`config.mk`:
```
export PLATFORM = sky130hd
export DESIGN_NAME = matmul_sequencer
export DESIGN_NICKNAME = d
export VERILOG_FILES = /design/src/rtl/matmul_sequencer.sv
export SDC_FILE = /design/constraint.sdc
export NUM_CORES = 1
export LEC_CHECK = 0
export CAP_MARGIN = 25
export CORE_MARGIN = 2
export CORE_UTILIZATION = 39
export CTS_BUF_LIST = sky130_fd_sc_hd__clkbuf_4 sky130_fd_sc_hd__clkbuf_8 sky130_fd_sc_hd__clkbuf_16
export CTS_CLUSTER_DIAMETER = 200
export DETAILED_ROUTE_END_ITERATION = 12
export PLACE_DENSITY = 0.6
export SLEW_MARGIN = 30
export SYNTH_ARGS = -nofsm -noshare
export SYNTH_HDL_FRONTEND = slang
export SYNTH_SLANG_ARGS = --single-unit
```
`constraint.sdc`:
```
create_clock -name CLOCK_50 -period 5.8 [get_ports CLOCK_50]
set_clock_uncertainty 0.2 [all_clocks]
set_input_delay 0.58 -clock CLOCK_50 [delete_from_list [all_inputs] [get_ports CLOCK_50]]
set_output_delay 0.58 -clock CLOCK_50 [all_outputs]
set_load 0.01 [all_outputs]
```
`src/rtl/matmul_sequencer.sv`:
```
// Sequencer and MAC datapath computing C = A x B from external synchronous-read memories.
// Each C element takes N+2 cycles (N reads, one drain, one write); a full run takes N*N*(N+2) cycles.
// No backpressure: reads and writes are fixed-rate strobes, and a start while busy is ignored.
module matmul_sequencer #(
  parameter int N      = 4,
  parameter int DATA_W = 8,
  parameter int ACC_W  = 24,
  localparam int ADDR_W = $clog2(N*N)
) (
  input  logic              CLOCK_50,
  input  logic              reset,
  input  logic              start,
  output logic [ADDR_W-1:0] a_addr,
  output logic [ADDR_W-1:0] b_addr,
  output logic              rd_en,
  input  logic [DATA_W-1:0] a_data,
  input  logic [DATA_W-1:0] b_data,
  output logic              c_wr_en,
  output logic [ADDR_W-1:0] c_addr,
  output logic [ACC_W-1:0]  c_data,
  output logic              busy,
  output logic              done,
  output logic [ACC_W-1:0]  cycle_count,
  output logic [ACC_W-1:0]  result_sum
);

  typedef enum logic [2:0] {IDLE, RUN, DRAIN, WRITE, DONE} state_t;

  localparam logic [ADDR_W-1:0] LAST    = ADDR_W'(N - 1);
  localparam logic [ACC_W-1:0]  CNT_MAX = '1;

  state_t              state;
  logic [ADDR_W-1:0]   i, j, k;
  logic [ADDR_W-1:0]   ni, nj;
  logic [ACC_W-1:0]    acc, acc_next;
  logic                rd_q, first_q;
  logic [2*DATA_W-1:0] prod;
  logic [ACC_W-1:0]    prod_ext;

  // Row-major element address r*N+c.
  function automatic logic [ADDR_W-1:0] idx(input logic [ADDR_W-1:0] r, input logic [ADDR_W-1:0] c);
    return ADDR_W'(int'(r) * N + int'(c));
  endfunction

  assign prod     = {{DATA_W{1'b0}}, a_data} * {{DATA_W{1'b0}}, b_data};
  assign prod_ext = ACC_W'(prod);

  // Next accumulator value: memory data arrives one cycle after each read strobe.
  always_comb begin
    acc_next = acc;
    if (rd_q) acc_next = first_q ? prod_ext : acc + prod_ext;
  end

  // Next output element position, row-major over (i, j).
  always_comb begin
    nj = j + 1'b1;
    ni = i;
    if (j == LAST) begin
      nj = '0;
      ni = i + 1'b1;
    end
  end

  // Accumulator plus the read-strobe pipeline that tracks when data is valid.
  always_ff @(posedge CLOCK_50 or posedge reset) begin
    if (reset) begin
      acc     <= '0;
      rd_q    <= 1'b0;
      first_q <= 1'b0;
    end else begin
      rd_q    <= rd_en;
      first_q <= rd_en && (k == '0);
      if ((state == IDLE || state == DONE) && start) acc <= '0;
      else acc <= acc_next;
    end
  end

  // Control FSM with registered strobes, addresses and result counters.
  always_ff @(posedge CLOCK_50 or posedge reset) begin
    if (reset) begin
      state       <= IDLE;
      i           <= '0;
      j           <= '0;
      k           <= '0;
      rd_en       <= 1'b0;
      c_wr_en     <= 1'b0;
      busy        <= 1'b0;
      done        <= 1'b0;
      a_addr      <= '0;
      b_addr      <= '0;
      c_addr      <= '0;
      c_data      <= '0;
      cycle_count <= '0;
      result_sum  <= '0;
    end else begin
      if (busy && cycle_count != CNT_MAX) cycle_count <= cycle_count + 1'b1;
      case (state)
        IDLE, DONE: begin
          if (start) begin
            state       <= RUN;
            i           <= '0;
            j           <= '0;
            k           <= '0;
            rd_en       <= 1'b1;
            a_addr      <= '0;
            b_addr      <= '0;
            busy        <= 1'b1;
            done        <= 1'b0;
            result_sum  <= '0;
            cycle_count <= '0;
          end
        end
        RUN: begin
          if (k == LAST) begin
            state <= DRAIN;
            k     <= '0;
            rd_en <= 1'b0;
          end else begin
            k      <= k + 1'b1;
            a_addr <= idx(i, k + 1'b1);
            b_addr <= idx(k + 1'b1, j);
          end
        end
        DRAIN: begin
          state   <= WRITE;
          c_wr_en <= 1'b1;
          c_addr  <= idx(i, j);
          c_data  <= acc_next;
        end
        WRITE: begin
          c_wr_en    <= 1'b0;
          result_sum <= result_sum + acc;
          if (i == LAST && j == LAST) begin
            state <= DONE;
            busy  <= 1'b0;
            done  <= 1'b1;
          end else begin
            state  <= RUN;
            i      <= ni;
            j      <= nj;
            rd_en  <= 1'b1;
            a_addr <= idx(ni, '0);
            b_addr <= idx('0, nj);
          end
        end
        default: state <= IDLE;
      endcase
    end
  end

endmodule

```
==> tab_implementation.tex <==
\begin{tabular}{lr}
\hline
Metric & Value \\
\hline
\multicolumn{2}{l}{\textbf{Floorplanning}} \\
Total die area & about 27,000 um\^{}2 \\
X dimension of the die & between 150 and 200 um \\
Starting utilization of the core area & approximately 40\% \\
Die Y & 165 um \\
IO Pins & about 110 \\
Core footprint & about 25,000 um\^{}2 \\
FP Rows & 58 \\
\multicolumn{2}{l}{\textbf{STA}} \\
Clock period minus final worst setup slack & approximately 5600 ps \\
Unrepaired setup endpoints after global routing & yes \\
Slew at the pin closest to its max-slew limit & about 690 ps \\
Worst rel slew slack & about 54\% \\
Highest clock rate & roughly 180 MHz \\
Setup violations, final & 0 \\
Final-report hold violation count & 0 \\
Max-slew violation count & 0 \\
Final worst path period share & approximately 100\% \\
Setup TNS after final layout & 0 ps \\
\multicolumn{2}{l}{\textbf{Synthesis}} \\
Main flop type after synthesis & sky130\_fd\_sc\_hd\_\_dfrtp\_1 \\
Synthesized netlist net count & $\sim$1,300 \\
Synthesized instance count & between 1,000 and 1,500 \\
Count of flip-flops with a built-in enable after synthesis & 0 \\
Count of different cell masters after synthesis & between 70 and 80 \\
Synth Warn \# & 0 \\
Share of flip-flops with an asynchronous set or reset & 100\% \\
Register area share after synthesis & 32.1\% \\
Synthesized flop and latch total & around 130 \\
Post-Synthesis Cell Area & roughly 10,000 um\^{}2 \\
Avg Cell Area, Syn & 8.86 um\^{}2 \\
\multicolumn{2}{l}{\textbf{Global route}} \\
Overall overflow remaining after global route & 0 \\
Vias in the first global route & $\sim$9,000 \\
Wire length of the first global-routing pass & around 45,000 um \\
Overall fraction of global-route tracks in use & about a fifth \\
Antenna violations before repair & 0 \\
Pin count of the biggest net entering global routing & between 90 and 100 \\
\multicolumn{2}{l}{\textbf{Setup path}} \\
Critical R2R Launch & acc[0] \\
Setup slack on the worst flop-to-flop path & roughly 2700 ps \\
Largest fanout on the critical path & 7 \\
Classification of the worst setup path & primary input to register \\
Critical Path Start & b\_data[3] \\
Sort of element at the start of the critical path & primary input \\
Worst Path Arrival & 5740 ps \\
Critical Path End Type & register \\
Required time of the critical path & approximately 6000 ps \\
\multicolumn{2}{l}{\textbf{Drt}} \\
Residual DRC count & 0 \\
First DRT Iteration DRCs & about 470 \\
Via count of the routed design & $\sim$8,900 \\
Wire length per cell & roughly 17 um \\
Detail-routed via count per cell & 5.31 \\
Number of search-and-repair iterations in the first detailed-routing pass & 5 \\
Detailed Route WL & $\sim$28,000 um \\
Antenna Nets Post-Route & 0 \\
\multicolumn{2}{l}{\textbf{Place}} \\
Count of buffers from port buffering & approximately 110 \\
RePlAce Congestion & $\sim$0.93 \\
Standard cell area after detailed placement & around 12,000 um\^{}2 \\
Placed wire-length estimate & 20,300 um \\
\multicolumn{2}{l}{\textbf{Cells and area}} \\
Fraction of layout instances using a drive strength above 1 & about a fifth \\
Leading cell types in the layout, fill and taps excluded & 129 x sky130\_fd\_sc\_hd\_\_dfrtp\_1, 123 x sky130\_fd\_sc\_hd\_\_nand2\_1, 117 x sky130\_fd\_sc\_hd\_\_buf\_4 \\
Number of diodes & 0 \\
Finished Cell Area & $\sim$13,000 um\^{}2 \\
Nets & 1,477 \\
Layout overhead on the synthesized area & 32.8\% \\
Most common cell after layout, fill and taps aside & sky130\_fd\_sc\_hd\_\_dfrtp\_1 \\
\multicolumn{2}{l}{\textbf{Power}} \\
Leakage component of the power & 6.13 nW \\
Power Density & about 650 nW/um\^{}2 \\
VDD IR max & 0.406 mV \\
\multicolumn{2}{l}{\textbf{Outcome}} \\
Run status & finished, final reports clean \\
\multicolumn{2}{l}{\textbf{Clocking}} \\
Number of buffers added by the clock tree synthesis step & 17 \\
Clock tree from TritonCTS & yes \\
Clock-pin slew on the worst setup and hold paths & approximately 60 ps \\
Clock latency on the worst-skew pair & about 430 ps \\
Deepest level of the CTS H-tree & 4 \\
Clock Tree Root & sky130\_fd\_sc\_hd\_\_clkbuf\_16 \\
Buffer levels on the longest clock path & 2 \\
\# clock sinks & 129 \\
\multicolumn{2}{l}{\textbf{Worst hold path}} \\
Start point of the worst hold path & c\_data[7] \\
Path type of the worst min-delay path & register to register \\
\multicolumn{2}{l}{\textbf{Run}} \\
Max-cap violations & 0 \\
\hline
\end{tabular}
==> cell families (layout without fill, tap and decap cells) <==
| kind of cell | Yosys count | after routing | share of synthesized area [%] |
|---|---|---|---|
| AO/OA/AOI/OAI | 286 | 286 | 18.1 |
| XOR/XNOR | 73 | 73 | 6.36 |
| adder cells (fa/ha/maj) | 122 | 122 | 18.0 |
| buffers and inverters | 108 | 322 | 4.09 |
| flip-flops | 129 | 129 | 32.1 |
| multiplexers | 10 | 10 | 1.03 |
| AND/OR/NAND/NOR | 407 | 407 | 20.3 |
==> final timing paths <==
kind | endpoint | cells after the start
max in group asynchronous | result_sum[12] | 3
min in group asynchronous | cycle_count[1] | 2
worst max-delay path | acc[21] | 24
worst min register to register | c_data[7] | 2
worst max register to register | result_sum[18] | 9
worst min-delay path | c_data[7] | 2
==> critical path: stages <==
cell	delay, ps
sky130_fd_sc_hd__clkbuf_4	150
sky130_fd_sc_hd__nand2_1	80
sky130_fd_sc_hd__fa_1	480
sky130_fd_sc_hd__fa_1	540
sky130_fd_sc_hd__inv_1	60
sky130_fd_sc_hd__fa_1	530
sky130_fd_sc_hd__inv_1	60
sky130_fd_sc_hd__fa_1	520
sky130_fd_sc_hd__inv_1	60
sky130_fd_sc_hd__ha_4	280
sky130_fd_sc_hd__nand4b_1	180
sky130_fd_sc_hd__a31oi_4	300
sky130_fd_sc_hd__a21oi_4	90
sky130_fd_sc_hd__xnor2_2	280
sky130_fd_sc_hd__ha_4	270
sky130_fd_sc_hd__a21oi_4	180
sky130_fd_sc_hd__buf_4	130
sky130_fd_sc_hd__nor2b_1	30
sky130_fd_sc_hd__nor2_1	160
sky130_fd_sc_hd__nand4_1	200
sky130_fd_sc_hd__buf_4	190
sky130_fd_sc_hd__nand4b_1	90
sky130_fd_sc_hd__xor2_1	200
sky130_fd_sc_hd__nor2_1	70
==> sequential cells by signal, summed over array words and instances, names as in the netlist, 3 cells and up <==
signal / flops
result_sum: 24
cycle_count: 24
c_addr: 4
a_addr: 4
k: 4
acc: 24
j: 4
state: 3
b_addr: 4
c_data: 24
i: 4
==> layer usage <==
metal | vias to the layer above | GRT usage, % | share of wire, %
met3 | 32 | 5.27 | 5.3
met1 | 4290 | 28.8 | 46
met4 | 0 | 5.38 | 1.4
li1 | 4404 | - | -
met5 | - | 0 | 0
met2 | 183 | 34.1 | 47
==> what timing repair did <==
item                                    4_1_cts  5_1_grt
cloned                                        0        0
buffers inserted                              7        4
pin swaps                                    28       41
resized for setup                            72       83
hold endpoints to repair                      0        0
endpoints found under the setup margin       30       30
hold buffers                                  0        0
==> metrics by stage <==
step | cells | hold WS, ps | power [mW] | setup slack (ps) | util [%]
after floorplan | 1135 | 250 | 4.48 | 26.5 | -
after global placement | 1636 | 251 | 6.52 | -984 | 48.2
after detailed placement | 1636 | 263 | 6.56 | -976 | 48.2
after CTS | 1675 | 279 | 8.19 | 2.98 | 51.8
after global routing | 1679 | 302 | 9.33 | -47.0 | 52.9
final | 1679 | 276 | 8.66 | 166 | 52.9
==> cells in the mapped netlist (3+ instances only) <==
cell type	n	area, um^2
sky130_fd_sc_hd__nand4b_1	3	26.3
sky130_fd_sc_hd__or3_1	8	50.1
sky130_fd_sc_hd__inv_1	69	259
sky130_fd_sc_hd__a41oi_1	3	26.3
sky130_fd_sc_hd__a22o_1	3	26.3
sky130_fd_sc_hd__nor2_1	98	368
sky130_fd_sc_hd__nor3_1	8	40.0
sky130_fd_sc_hd__o21bai_1	3	22.5
sky130_fd_sc_hd__dfrtp_1	129	3230
sky130_fd_sc_hd__or4_1	3	22.5
sky130_fd_sc_hd__o22a_1	3	26.3
sky130_fd_sc_hd__o211ai_1	11	82.6
sky130_fd_sc_hd__nand2b_1	8	50.1
sky130_fd_sc_hd__and3_1	11	68.8
sky130_fd_sc_hd__fa_1	38	761
sky130_fd_sc_hd__o31ai_1	14	105
sky130_fd_sc_hd__nand4_1	18	113
sky130_fd_sc_hd__nor3b_1	5	37.5
sky130_fd_sc_hd__ha_1	84	1050
sky130_fd_sc_hd__buf_1	3	11.3
sky130_fd_sc_hd__a211o_1	3	26.3
sky130_fd_sc_hd__a21oi_1	66	330
sky130_fd_sc_hd__nand2_1	127	477
sky130_fd_sc_hd__o21ai_0	87	435
sky130_fd_sc_hd__nand3_1	23	115
sky130_fd_sc_hd__a211oi_1	14	105
sky130_fd_sc_hd__a221o_1	3	30.0
sky130_fd_sc_hd__nor4_1	4	25.0
sky130_fd_sc_hd__a32o_1	3	30.0
sky130_fd_sc_hd__a21o_1	25	188
sky130_fd_sc_hd__xor2_1	35	307
sky130_fd_sc_hd__o21a_1	6	45.0
sky130_fd_sc_hd__clkbuf_1	32	120
sky130_fd_sc_hd__xnor2_1	38	333
sky130_fd_sc_hd__mux2i_1	7	70.1
sky130_fd_sc_hd__a221oi_1	4	35.0
sky130_fd_sc_hd__mux2_2	3	33.8
sky130_fd_sc_hd__a31oi_1	14	87.6
sky130_fd_sc_hd__and2_1	65	407
sky130_fd_sc_hd__nor2b_1	7	43.8
sky130_fd_sc_hd__and4_1	4	35.0
==> where the power goes <==
part	internal (mW)	switching, mW
Combinational	3.00	3.08
Sequential	1.20	0.310
Clock	0.580	0.487
Total	4.78	3.88
==> cell type report <==
| cell class | count | area, um^2 |
|---|---|---|
| well taps | 330 | 413 |
| flip-flops and latches | 129 | 3230 |
| fillers | 2324 | 11900 |
| inverters | 70 | 270 |
| clock inverters | 14 | 140 |
| multi-input cells | 898 | 7000 |
| repair buffers | 220 | 1860 |
| clock buffers | 18 | 439 |
Note: power is estimated with default switching activity, not from simulation.
